==> src/rtl/truth_table_sweeper.sv <==
// Purpose : exhaustive truth-table sweep of an N_IN-input combinational block,
//           capturing its output per vector and checking it against an expected table.
// Latency : 2**N_IN*(SETTLE+1) cycles from the start edge to the done pulse.
// Backpressure: none; start is taken only when idle, abort ends a sweep at the next edge.
//
// Ports:
//   clk, rst_n        clock (rising edge), asynchronous active-low reset
//   start, abort      begin a sweep (only when idle) / cancel a running sweep
//   exp_tbl           expected table, bit i = z for abc==i, latched on the start edge
//   abc, z            vector driven to the block under check / its single output
//   busy, done        sweep in progress / one-cycle completion pulse
//   tbl               captured table
//   pass              captured table equals the latched expected table
//   err_valid         at least one mismatch
//   first_err         lowest mismatching index (0 if none)
module truth_table_sweeper #(
  parameter int N_IN   = 3,
  parameter int SETTLE = 1
) (
  input  logic                 clk,
  input  logic                 rst_n,
  input  logic                 start,
  input  logic                 abort,
  input  logic [2**N_IN-1:0]   exp_tbl,
  output logic [N_IN-1:0]      abc,
  input  logic                 z,
  output logic                 busy,
  output logic                 done,
  output logic [2**N_IN-1:0]   tbl,
  output logic                 pass,
  output logic                 err_valid,
  output logic [N_IN-1:0]      first_err
);

  localparam int W  = 2**N_IN;
  localparam int CW = (SETTLE > 0) ? $clog2(SETTLE + 1) : 1;
  localparam logic [CW-1:0]   CNT_LAST = CW'(SETTLE);
  localparam logic [N_IN-1:0] IDX_LAST = {N_IN{1'b1}};

  typedef enum logic {IDLE, RUN} state_t;

  state_t          state;
  logic [N_IN-1:0] idx;
  logic [CW-1:0]   cnt;
  logic [W-1:0]    exp_q;

  // Table as it will look once the current sample lands; used for the final
  // compare so the last vector is included on the completing edge.
  logic [W-1:0]    tbl_fin;
  logic [W-1:0]    diff;
  logic [N_IN-1:0] first_c;

  always_comb begin
    tbl_fin      = tbl;
    tbl_fin[idx] = z;
    diff         = tbl_fin ^ exp_q;
    first_c      = '0;
    // Scan downward so the lowest mismatching index is the one left standing.
    for (int i = W - 1; i >= 0; i--) begin
      if (diff[i]) first_c = i[N_IN-1:0];
    end
  end

  always_ff @(posedge clk or negedge rst_n) begin
    if (!rst_n) begin
      state     <= IDLE;
      idx       <= '0;
      cnt       <= '0;
      exp_q     <= '0;
      abc       <= '0;
      busy      <= 1'b0;
      done      <= 1'b0;
      tbl       <= '0;
      pass      <= 1'b0;
      err_valid <= 1'b0;
      first_err <= '0;
    end else begin
      done <= 1'b0;
      case (state)
        IDLE: begin
          abc <= '0;
          if (start) begin
            state     <= RUN;
            idx       <= '0;
            cnt       <= '0;
            tbl       <= '0;
            pass      <= 1'b0;
            err_valid <= 1'b0;
            first_err <= '0;
            exp_q     <= exp_tbl;
            busy      <= 1'b1;
          end
        end
        RUN: begin
          if (abort) begin
            // Partial capture in tbl is kept; no verdict is produced.
            state <= IDLE;
            busy  <= 1'b0;
            abc   <= '0;
            pass  <= 1'b0;
          end else if (cnt != CNT_LAST) begin
            cnt <= cnt + 1'b1;
          end else begin
            tbl <= tbl_fin;
            cnt <= '0;
            if (idx != IDX_LAST) begin
              idx <= idx + 1'b1;
              abc <= idx + 1'b1;
            end else begin
              state     <= IDLE;
              busy      <= 1'b0;
              done      <= 1'b1;
              abc       <= '0;
              pass      <= (diff == '0);
              err_valid <= |diff;
              first_err <= first_c;
            end
          end
        end
        default: state <= IDLE;
      endcase
    end
  end

endmodule

==> config.mk <==
export PLATFORM = sky130hd
export DESIGN_NAME = truth_table_sweeper
export DESIGN_NICKNAME = d
export VERILOG_FILES = /design/src/rtl/truth_table_sweeper.sv
export SDC_FILE = /design/constraint.sdc
export NUM_CORES = 1
export LEC_CHECK = 0
export ABC_AREA = 1
export BUFFER_PORTS_ARGS = -buffer_cell sky130_fd_sc_hd__buf_4
export CAP_MARGIN = 5
export CORE_ASPECT_RATIO = 1.25
export CORE_UTILIZATION = 55
export DETAILED_ROUTE_END_ITERATION = 10
export PLACE_DENSITY = 0.9
export SYNTH_ARGS = -nofsm -noshare
export SYNTH_HDL_FRONTEND = slang
export SYNTH_SLANG_ARGS = --single-unit
==> constraint.sdc <==
create_clock -name clk -period 3 [get_ports clk]
set_input_delay 0.6 -clock clk [delete_from_list [all_inputs] [get_ports clk]]
set_output_delay 0.6 -clock clk [all_outputs]
set_load 0.05 [all_outputs]
==> results of run 1 <==
power groups by stage:
stage | Sequential [W] | Combinational, W | Clock (W)
after floorplan | 0.000732 | 0.000626 | 0
after global placement | 0.000665 | 0.000838 | 0
after detailed placement | 0.000672 | 0.000864 | 0
after CTS | 0.000666 | 0.000868 | 0.000273
after global routing | 0.000690 | 0.000973 | 0.000298
final | 0.000669 | 0.000865 | 0.000269
stage by stage:
step	total power (W)	std cells	cell area [um2]	setup WS [ns]
after global routing	0.001961	264	1917	0.5165
final	0.001803	264	1917	0.7138
after global placement	0.001503	256	1848	0.8631
after CTS	0.001807	264	1917	0.7184
after floorplan	0.001358	196	1615	1.323
after detailed placement	0.001536	256	1848	0.7427
final timing paths:
path                                               start                  endpoint  cells past startpoint
worst max-delay path                  idx[1]$_DFFE_PN0P_        idx[1]$_DFFE_PN0P_                     11
worst min-delay path                               rst_n      exp_q[6]$_DFFE_PN0P_                      1
worst max register to register        idx[1]$_DFFE_PN0P_        idx[1]$_DFFE_PN0P_                     11
worst min register to register  first_err[0]$_DFFE_PN0P_  first_err[0]$_DFFE_PN0P_                      2
max in group asynchronous                          rst_n        idx[2]$_DFFE_PN0P_                      1
min in group clk                              exp_tbl[2]      exp_q[2]$_DFFE_PN0P_                      3
Yosys cell counts (3+ instances only):
| master | n |
|---|---|
| dfrtp_1 | 31 |
| inv_1 | 18 |
| inv_2 | 5 |
| nand2_1 | 64 |
| nand2_4 | 3 |
| nand3_1 | 21 |
| nand4_1 | 6 |
| nor2_1 | 3 |
| nor2_4 | 4 |
| o21ai_0 | 6 |
| o21ai_1 | 9 |
| o22ai_1 | 6 |
| xor2_1 | 4 |
sequential cells by signal (all words and copies together), names as in the netlist:
name       cells
abc            3
busy           1
cnt            1
done           1
err_valid      1
exp_q          8
first_err      3
idx            3
pass           1
state          1
tbl            8
critical path, delay by kind of cell, from the launching register on:
kind                       cells  cell delay [ns]
and+or+nand+nor                5             0.68
adders and majority gates      2             0.46
buffers and inverters          1             0.05
DFF                            1             0.57
AOI/OAI and AO/OA              3             0.46
cells by family after synthesis:
family	count (synthesis)
XOR/XNOR	5
AND/OR/NAND/NOR	105
flip-flops	31
buffers and inverters	29
adder cells (fa/ha/maj)	2
AO/OA/AOI/OAI	24
area by class of cell:
cell class              instances  area [um2]  area share (%)
well taps                      34       42.54           2.219
flip-flops and latches         31       775.7           40.47
inverters                      25       103.9           5.418
repair buffers                 30       225.2           11.75
clock buffers                   8       68.82           3.590
multi-input cells             136       700.7           36.55
per-layer routing:
metal / up-vias / share of wire, %
li1: 705 / -
met1: 622 / 42
met2: 45 / 49
met3: 11 / 5.9
met4: 0 / 3.7
met5: - / 0
==> metrics.yaml, run 1 <==
clocking:
  post-cts-setup-buffer-count: 0
  cts_buffers: 5
  cts_num_sinks: 31
  ctsRootBufferMaster: "clkbuf_4"
  clock_latency_ns: 0.34
  cts_tree: "yes"
  postCtsResizedCells: 0
  cts_hold_buf: 0
  clk_pin_slew_ns: 0.08
  clock_path_buffers: 2
  ctsHtreeMaxLevel: 2
detailed_routing:
  drt-wirelength-per-cell_um: 11.92
  drtIter0Drc: 30
  num_vias: 1383
  vias_per_cell: 5.239
  drt-total-wl_mm: 3.147
  drc: 0
  dr.pass1.iters: 4
  ant_nets: 0
synth:
  synth-xor-area-share_pct: 2.711
  synthFlopType: "dfrtp_1"
  synthArstFlopShare_pct: 100.0
  synthesis.nets: 211
  synth_warnings: 0
  netlist_area_mm2: 0.001615
  postSynthCellCount: 196
  synth-adder-area-share_pct: 1.549
  synth_mux_area_share_pct: 0
  synth_edf_count: 0
  synthTopCellsByArea: "dfrtp_1 48%, nand2_1 15%, nand3_1 6.5%"
  yosysTopAreaCellShare_pct: 48.02
  ys_ff_latch: 31
  synth_top_area_cell: "dfrtp_1"
  ys_seq_area_share_pct: 48.02
  yosys.area_share.simple_pct: 30.83
  avgSynthCellArea_um2: 8.241
  synth_compound_area_share_pct: 8.288
  synth_cell_types: 26
  synth_top_family_by_area: "simple AND/OR/NAND/NOR gates"
sta:
  fin_worst_skew_ns: 0.005403
  fin_crit_ns: 2.286
  finalHoldViolations: 0
  finalSetupViolCount: 0
  slew_viol_final: 0
  fmax_mhz: 437.4
  finalCritPeriodShare_pct: 76.21
  hold_ws_ns: 0.1685
  finalSetupTns_ns: 0
  slew-limit-headroom_pct: 71.06
  tightestPinTransition_ns: 0.4341
  rsz0062_at_grt: "false"
final_layout:
  layout_common_cells: "64 x nand2_1, 31 x dfrtp_1, 30 x buf_4, 21 x nand3_1, 18 x inv_1"
  area_delta_synth_final_pct: 18.67
  final_util_pct: 70.15
  fillCellCount: 226
  antenna_cells: 0
  layout.nets: 244
  layout_commonest_cell: "nand2_1"
  drive_above_1_share_pct: 23.48
floorplanning:
  io_pins: 31
  core_area_mm2: 0.002733
  fp.dieH_um: 62.59
  die_x_um: 50.47
  dieArea_mm2: 0.003159
  num_rows: 21
  start_util_pct: 59.11
power_and_ir_drop:
  seq_power_share_pct: 37.1
  swShare_pct: 47.26
  power.density_mw_per_mm2: 940.4
  clkPwrFrac_pct: 14.9
  peakVddDrop_mv: 0.5598
  internal_power_w: 0.0009506
  leakage_nw: 1.038
  power_switching_w: 0.0008519
  p_comb_share_pct: 48.0
global_routing:
  grt_pass1_wl_mm: 5.485
  track_usage_pct: 23.77
  grt_max_degree: 32
  gr-usage-met2_pct: 36.50
  gr-total-overflow: 0
  busiest_layer: "met2"
  grt_pass1_vias: 1321
  antenna_found_initial: 0
  gr-usage-met3_pct: 5.353
  grt_use_met1_pct: 28.23
setup_path:
  crit_type: "reg -> reg"
  cpPeakStageDelay_ns: 0.57
  path_cells: "ha_1 > ha_1 > nand2_1 > nand2_2 > o21a_1 > inv_2 > nor2_4 > nor2_4 > a21oi_2 > nand3_1 > o21ai_1"
  cpMaxStageDelayCell: "dfrtp_1"
  worstPathRequired_ns: 3.27
  start_kind: "flip-flop"
  arrival_ns: 2.55
  critPathCaptureType: "flip-flop"
  critical_path.max_fanout: 14
  r2r_slack_ns: 0.71
place:
  port_buffers: 30
  place.gp.congestion: 0.8286
  dp.final_hpwl_mm: 2.358
run_status:
  status: "completed"
worst_hold_path:
  hold_class: "in -> async"
run:
  drv_cap: 0
No activity file was read; power rests on OpenSTA's default activity.
==> inputs of run 2 (changes only) <==
ABC_AREA = 0   (was 1)
CORE_UTILIZATION = 49   (was 55)
PLACE_DENSITY = 0.86   (was 0.9)
clock period = 2 ns   (was 3 ns; I/O delays follow)
==> run 2 against run 1 <==
Against the previous run: worst setup slack lost 0.64 ns; critical endpoint is now pass$_DFFE_PN0P_; area after synthesis grew 1.4%; sequential share of layout area shrank 1.7 points; final cell count shrank 7.2%; utilization shrank 7.3 points; critical path depth shrank 4.
==> metrics.yaml, run 2 <==
synth:
  synthArstFlopShare_pct: 100.0  # unchanged
  synthesis.nets: 187  # was 211
  synth_top_cells_by_count: "39 x nand2_1, 31 x dfrtp_1, 15 x nor2_1"  # was 64 x nand2_1, 31 x dfrtp_1, 21 x nand3_1
  synth_most_common_cell: "nand2_1"  # unchanged
  ys_ff_latch: 31  # unchanged
  netlist_area_mm2: 0.001638  # was 0.001615 mm2
  ys_seq_area_share_pct: 47.36  # was 48.02%
  synthFlopType: "dfrtp_1"  # unchanged
  synth_cell_types: 34  # was 26
  postSynthCellCount: 172  # was 196
  synth_top_area_cell: "dfrtp_1"  # unchanged
  avgSynthCellArea_um2: 9.522  # was 8.241 um2
  synth_edf_count: 0  # unchanged
  synthTopCellsByArea: "dfrtp_1 47%, nand2_1 8.9%, mux2i_1 6.1%"  # was dfrtp_1 48%, nand2_1 15%, nand3_1 6.5%
  yosysTopAreaCellShare_pct: 47.36  # was 48.02%
  synth_warnings: 0  # unchanged
global_routing:
  gr-total-overflow: 0  # unchanged
  grt_pass1_wl_mm: 5.637  # was 5.485 mm
  antenna_found_initial: 0  # unchanged
  track_usage_pct: 23.20  # was 23.77%
  grt_pass1_vias: 1214  # was 1,321
  grt_max_degree: 32  # unchanged
sta:
  rsz0062_at_grt: "false"  # unchanged
  finalHoldViolations: 0  # unchanged
  fin_crit_ns: 1.923  # was 2.286 ns
  finalSetupViolCount: 0  # unchanged
  fmax_mhz: 519.9  # was 437.4 MHz
  finalCritPeriodShare_pct: 96.17  # was 76.21%
  slew_viol_final: 0  # unchanged
  slew-limit-headroom_pct: 66.72  # was 71.06%
  setup_slack_ns: 0.07660  # was 0.7138 ns
  fin_worst_skew_ns: 0.01127  # was 0.005403 ns
  tightestPinTransition_ns: 0.4973  # was 0.4341 ns
run_status:
  status: "completed"  # unchanged
setup_path:
  path_buf_inv: 1  # unchanged
  crit_family: "simple AND/OR/NAND/NOR gates"  # unchanged
  worstPathRequired_ns: 2.21  # was 3.27 ns
  path_cells: "buf_4 > nor3b_4 > mux2i_2 > xnor2_1 > nor4_4 > nand2_1 > o21ai_1"  # was ha_1 > ha_1 > nand2_1 > nand2_2 > o21a_1 > inv_2 > nor2_4 > nor2_4 > a21oi_2 > nand3_1 > o21ai_1
  startpoint: "idx[2]$_DFFE_PN0P_"  # was idx[1]$_DFFE_PN0P_
  worstSetupEndpoint: "pass$_DFFE_PN0P_"  # was idx[1]$_DFFE_PN0P_
  start_kind: "flip-flop"  # unchanged
  cp.depth: 7  # was 11
  crit_type: "reg -> reg"  # unchanged
  cpPeakStageDelay_ns: 0.46  # was 0.57 ns
  critPathCaptureType: "flip-flop"  # unchanged
  critical_path.max_fanout: 9  # was 14
  rr_startpoint: "idx[2]$_DFFE_PN0P_"  # was idx[1]$_DFFE_PN0P_
  regToRegEndpoint: "pass$_DFFE_PN0P_"  # was idx[1]$_DFFE_PN0P_
  cpMaxStageDelayCell: "dfrtp_2"  # was dfrtp_1
  r2r_slack_ns: 0.08  # was 0.71 ns
  reg2reg_depth: 7  # was 11
  arrival_ns: 2.13  # was 2.55 ns
detailed_routing:
  vias_per_cell: 5.465  # was 5.239
  drc: 0  # unchanged
  drt-total-wl_mm: 3.520  # was 3.147 mm
  drt-wirelength-per-cell_um: 14.37  # was 11.92 um
  drtIter0Drc: 37  # was 30
  dr.pass1.iters: 7  # was 4
  num_vias: 1339  # was 1,383
  ant_nets: 0  # unchanged
place:
  place.gp.congestion: 0.9061  # was 0.8286
  post-place-ws_ns: -0.02434  # was 0.7427 ns
  dpl_cell_area_mm2: 0.001901  # was 0.001848 mm2
  dp.cells: 237  # was 256
  dp.final_hpwl_mm: 2.522  # was 2.358 mm
  port_buffers: 30  # unchanged
clocking:
  ctsHtreeMaxLevel: 2  # unchanged
  clk_pin_slew_ns: 0.07  # was 0.08 ns
  ctsRootBufferMaster: "clkbuf_8"  # was clkbuf_4
  cts_buffers: 5  # unchanged
  cts_num_sinks: 31  # unchanged
  clock_path_buffers: 2  # unchanged
  cts_hold_buf: 0  # unchanged
  cts_tree: "yes"  # unchanged
  clock_latency_ns: 0.29  # was 0.34 ns
run:
  drv_cap: 0  # unchanged
final_layout:
  layout_common_cells: "39 x nand2_1, 36 x buf_4, 28 x dfrtp_1, 15 x nor2_1"  # was 64 x nand2_1, 31 x dfrtp_1, 30 x buf_4, 21 x nand3_1, 18 x inv_1
  drive_above_1_share_pct: 26.44  # was 23.48%
  antenna_cells: 0  # unchanged
  layout.nets: 222  # was 244
  area_delta_synth_final_pct: 22.61  # was 18.67%
  largest_registers: "exp_q: 8 flops, tbl: 8 flops"  # unchanged
  finalInstanceArea_mm2: 0.002008  # was 0.001917 mm2
  layout_commonest_cell: "nand2_1"  # unchanged
  fin_cells: 245  # was 264
  final_util_pct: 62.87  # was 70.15%
worst_hold_path:
  hold_class: "in -> async"  # unchanged
floorplanning:
  fp.dieH_um: 66.64  # was 62.59 um
  die_x_um: 53.71  # was 50.47 um
  start_util_pct: 51.27  # was 59.11%
  dieArea_mm2: 0.003579  # was 0.003159 mm2
  num_rows: 23  # was 21
  io_pins: 31  # unchanged
  core_area_mm2: 0.003194  # was 0.002733 mm2
power_and_ir_drop:
  peakVddDrop_mv: 0.6221  # was 0.5598 mV
  leakage_nw: 1.006  # was 1.038 nW
  power.density_mw_per_mm2: 921.2  # was 940.4 mW/mm2
run 2: cell types whose count changed in the layout (fill, tap and decap cells not counted), sizes merged, moves of 4 or more:
cell,change
nand3b,+4
xnor2,+7
inv,-19
a21oi,+4
mux2i,+10
buf,+6
nand3,-16
nand2,-29
o21ai,-5
nand2b,+5
nand4,-6
nor2,+7
nor3b,+4
run 2: stage by stage:
| step | setup TNS [ns] | power (W) | hold slack [ns] |
|---|---|---|---|
| 6_report | 0 | 0.001850 | 0.02283 |
| 4_1_cts | 0 | 0.001848 | 0.03254 |
| 2_1_floorplan | 0 | 0.001217 | 0.1044 |
| 3_5_place_dp | -0.03540 | 0.001332 | 0.3593 |
| 3_3_place_gp | 0 | 0.001312 | 0.3500 |
| 5_1_grt | 0 | 0.001946 | 0.04417 |
run 2: cell type report:
class / instances / area (um2)
fillers: 254 / 1186
multi-input cells: 128 / 804.5
flip-flops and latches: 31 / 779.5
repair buffers: 36 / 270.3
clock buffers: 5 / 68.82
well taps: 37 / 46.29
clock inverters: 3 / 20.02
inverters: 5 / 18.77
run 2: layer usage:
| metal | global-route usage (%) | share of wire [%] | vias up | routed length [um] |
|---|---|---|---|---|
| met5 | 0 | 0 | - | 0 |
| met4 | 14.80 | 2.5 | 0 | 89 |
| met3 | 5.479 | 4.4 | 7 | 155 |
| met2 | 35.34 | 51 | 45 | 1804 |
| met1 | 28.61 | 42 | 637 | 1470 |
| li1 | - | - | 650 | - |
run 2: kinds of logic after synthesis:
family / after synthesis / share of synthesized area (%)
AO/OA/AOI/OAI: 27 / 10.08
AND/OR/NAND/NOR: 80 / 25.21
XOR/XNOR: 9 / 5.272
multiplexers: 10 / 6.112
adder cells (fa/ha/maj): 2 / 1.528
buffers and inverters: 13 / 4.430
flip-flops: 31 / 47.36
run 2: how the worst min path moves through the flow:
| stage | start | end | slack [ns] |
|---|---|---|---|
| CTS | rst_n | exp_q[6]$_DFFE_PN0P_ | 0.03 |
| floorplan | rst_n | abc[0]$_DFFE_PN0P_ | 0.10 |
| detailed placement | rst_n | tbl[6]$_DFFE_PN0P_ | 0.36 |
| global route | rst_n | tbl[2]$_DFFE_PN0P_ | 0.04 |
| global placement | rst_n | tbl[6]$_DFFE_PN0P_ | 0.35 |
| finish | rst_n | tbl[6]$_DFFE_PN0P_ | 0.02 |
run 2: timing repair:
action                                  in CTS  in global routing
gates cloned                                 0                  0
endpoints found under the setup margin       3                  5
gates resized for setup                      2                  4
pin swaps                                    0                  1
buffers inserted                             0                  0
run 2: worst register-to-register path: stages, from the launching register on:
cell and delay (ns):
dfrtp_2 0.46, buf_4 0.17, nor3b_4 0.26, mux2i_2 0.30, xnor2_1 0.16, nor4_4 0.24
nand2_1 0.10, o21ai_1 0.15
run 2: power breakdown:
part	total (W)	leakage, nW	switching [W]	internal (W)
Sequential	0.000817	0.408	0.000115	0.000702
Clock	0.000499	0.0402	0.000258	0.000242
Combinational	0.000534	0.558	0.000305	0.000229
Total	0.00185	1.01	0.000678	0.00117
==> inputs of run 3 (changes only) <==
CELL_PAD_IN_SITES_DETAIL_PLACEMENT = 0   (was not set)
CELL_PAD_IN_SITES_GLOBAL_PLACEMENT = 2   (was not set)
CORE_UTILIZATION = 30   (was 49)
PLACE_DENSITY = 0.85   (was 0.86)
==> run 3 against run 2 <==
Against the previous run: worst setup slack got worse by 0.012 ns; non-clock buffer count rose by 3; via count is 3.0% lower; count of clock-buffer cells in the layout grew 3; sequential share of layout area shrank 1.7 points; global-route usage is 8.2 points lower; first-iteration DRC count decreased by 2.7%; sequential cell count is the same; die area grew 61%; utilization down 22 points; fmax fell by 0.63%.
==> metrics.yaml, run 3 (synthesis results as in run 2) <==
clocking:
  cts_num_sinks: 31  # unchanged
  ctsHtreeMaxLevel: 2  # unchanged
  cts_hold_buf: 0  # unchanged
  ctsRootBufferMaster: "clkbuf_8"  # unchanged
  clock_path_buffers: 2  # unchanged
  clock_latency_ns: 0.29  # about the same
  cts_buffers: 5  # unchanged
  cts_tree: "yes"  # unchanged
  clk_pin_slew_ns: 0.07  # about the same
run:
  drv_cap: 0  # unchanged
floorplanning:
  io_pins: 31  # unchanged
  die_x_um: 68.09  # was 53.71 um
  fp.dieH_um: 84.61  # was 66.64 um
  dieArea_mm2: 0.005761  # was 0.003579 mm2
  num_rows: 29  # was 23
  start_util_pct: 31.79  # was 51.27%
  core_area_mm2: 0.005152  # was 0.003194 mm2
place:
  dp.final_hpwl_mm: 2.758  # was 2.522 mm
  dpl_cell_area_mm2: 0.001947  # was 0.001901 mm2
  place.gp.congestion: 0.7387  # was 0.9061
  port_buffers: 30  # unchanged
sta:
  fmax_mhz: 516.6  # was 519.9 MHz
  rsz0062_at_grt: "true"  # was false
  finalCritPeriodShare_pct: 96.78  # was 96.17%
  fin_worst_skew_ns: 0.005797  # was 0.01127 ns
  tightestPinTransition_ns: 0.4843  # was 0.4973 ns
  fin_crit_ns: 1.936  # was 1.923 ns
  slew_viol_final: 0  # unchanged
  slew-limit-headroom_pct: 67.71  # was 66.72%
  finalHoldViolations: 0  # unchanged
  finalSetupViolCount: 0  # unchanged
setup_path:
  startpoint: "idx[2]$_DFFE_PN0P_"  # unchanged
  critical_path.max_fanout: 5  # was 9
  crit_type: "reg -> reg"  # unchanged
  arrival_ns: 2.07  # was 2.13 ns
  critPathCaptureType: "flip-flop"  # unchanged
  regToRegEndpoint: "err_valid$_DFFE_PN0P_"  # was pass$_DFFE_PN0P_
  worstPathRequired_ns: 2.14  # was 2.21 ns
  start_kind: "flip-flop"  # unchanged
  reg2reg_depth: 6  # was 7
  r2r_slack_ns: 0.06  # was 0.08 ns
  rr_startpoint: "idx[2]$_DFFE_PN0P_"  # unchanged
power_and_ir_drop:
  seq_power_share_pct: 41.9  # was 44.2%
  internal_power_w: 0.001284  # was 0.001172 W
  peakVddDrop_mv: 0.3487  # was 0.6221 mV
  swShare_pct: 34.52  # was 36.64%
  leakage_nw: 1.045  # was 1.006 nW
  clkPwrFrac_pct: 28.2  # was 27.0%
  power.density_mw_per_mm2: 932.7  # was 921.2 mW/mm2
  power_switching_w: 0.0006769  # was 0.0006778 W
  p_comb_share_pct: 29.9  # was 28.8%
global_routing:
  grt_use_met1_pct: 19.34  # was 28.61%
  gr-total-overflow: 0  # unchanged
  grt_max_degree: 32  # unchanged
  antenna_found_initial: 0  # unchanged
  gr-usage-met2_pct: 22.46  # was 35.34%
  track_usage_pct: 14.98  # was 23.20%
  gr-usage-met3_pct: 3.668  # was 5.479%
  busiest_layer: "met2"  # unchanged
  grt_pass1_wl_mm: 6.223  # was 5.637 mm
  grt_pass1_vias: 1257  # was 1,214
detailed_routing:
  ant_nets: 0  # unchanged
  dr.pass1.iters: 4  # was 7
  drt-wirelength-per-cell_um: 14.02  # was 14.37 um
  drtIter0Drc: 36  # was 37
  num_vias: 1299  # was 1,339
  vias_per_cell: 4.758  # was 5.465
  drt-total-wl_mm: 3.828  # was 3.520 mm
  drc: 0  # unchanged
final_layout:
  area_delta_synth_final_pct: 28.34  # was 22.61%
  finalInstanceArea_mm2: 0.002102  # was 0.002008 mm2
  fillCellCount: 546  # was 254
  layout_commonest_cell: "nand2_1"  # unchanged
  drive_above_1_share_pct: 29.38  # was 26.44%
  layout_common_cells: "39 x nand2_1, 38 x buf_4, 28 x dfrtp_1, 14 x nor2_1, 9 x o21ai_0"  # was 39 x nand2_1, 36 x buf_4, 28 x dfrtp_1, 15 x nor2_1
  largest_registers: "exp_q: 8 flops, tbl: 8 flops"  # unchanged
  final_util_pct: 40.80  # was 62.87%
  layout.nets: 225  # was 222
  antenna_cells: 0  # unchanged
worst_hold_path:
  hold_class: "in -> async"  # unchanged
run_status:
  status: "completed"  # unchanged
==> run 3: changes by cell type in the layout (fill, tap and decap cells not counted), moves of 2 or more <==
cell	previous run	this run
buf_4	36	38
xnor2_2	1	3
xnor2_1	7	5
clkinvlp_4	2	0
clkbuf_8	5	7
==> run 3: per-stage QoR <==
step           hold WS, ns  setup TNS [ns]  power (W)  cells  setup slack, ns
2_1_floorplan       0.1044               0   0.001217    172           0.2522
3_3_place_gp        0.3637         -0.1813   0.001342    264         -0.06781
3_5_place_dp        0.3649         -0.1724   0.001345    264         -0.08467
4_1_cts            0.05353       -0.006937   0.001907    272        -0.006937
5_1_grt            0.06631         -0.1573   0.002066    273         -0.07635
6_report           0.04479               0   0.001961    273          0.06433
==> run 3: timing repair <==
item | CTS | global route
endpoints found under the hold margin | 0 | 0
endpoints found under the setup margin | 4 | 5
pin swaps | 1 | 5
resized for setup | 2 | 10
setup buffers | 0 | 1
==> run 3: worst max-delay path, cell delays in order, from the launching register on <==
cell and delay (ns):
dfrtp_2 0.45, buf_6 0.14, nor3b_4 0.22, mux2i_2 0.35, xnor2_2 0.14, nor4_4 0.30, a41oi_1 0.19
==> run 3: area by class of cell <==
| type | count | area, um2 | area share (%) |
|---|---|---|---|
| sequential | 31 | 779.5 | 37.08 |
| tap | 62 | 77.57 | 3.690 |
| inverter | 5 | 18.77 | 0.8929 |
| timing repair buffer | 39 | 296.5 | 14.11 |
| clock buffer | 8 | 100.1 | 4.762 |
| multi-input combinational | 128 | 829.5 | 39.46 |
==> run 3: worst max path at each step <==
stage | end | cells after the start
after floorplan | first_err[1]$_DFFE_PN0P_ | 7
after global placement | err_valid$_DFFE_PN0P_ | 5
after detailed placement | pass$_DFFE_PN0P_ | 6
after CTS | pass$_DFFE_PN0P_ | 7
after global routing | pass$_DFFE_PN0P_ | 7
final | err_valid$_DFFE_PN0P_ | 6
==> run 3: power groups by stage <==
stage / logic (W) / registers [W] / clock network [W]
2_1_floorplan: 0.000410 / 0.000807 / 0
3_3_place_gp: 0.000525 / 0.000817 / 0
3_5_place_dp: 0.000523 / 0.000822 / 0
4_1_cts: 0.000526 / 0.000814 / 0.000567
5_1_grt: 0.000638 / 0.000835 / 0.000594
6_report: 0.000585 / 0.000822 / 0.000554
==> run 3: routing by layer <==
layer	wire length, um	part of all wire (%)
met5	0	0
met4	105	2.7
met3	97	2.5
met2	1966	51
met1	1658	43
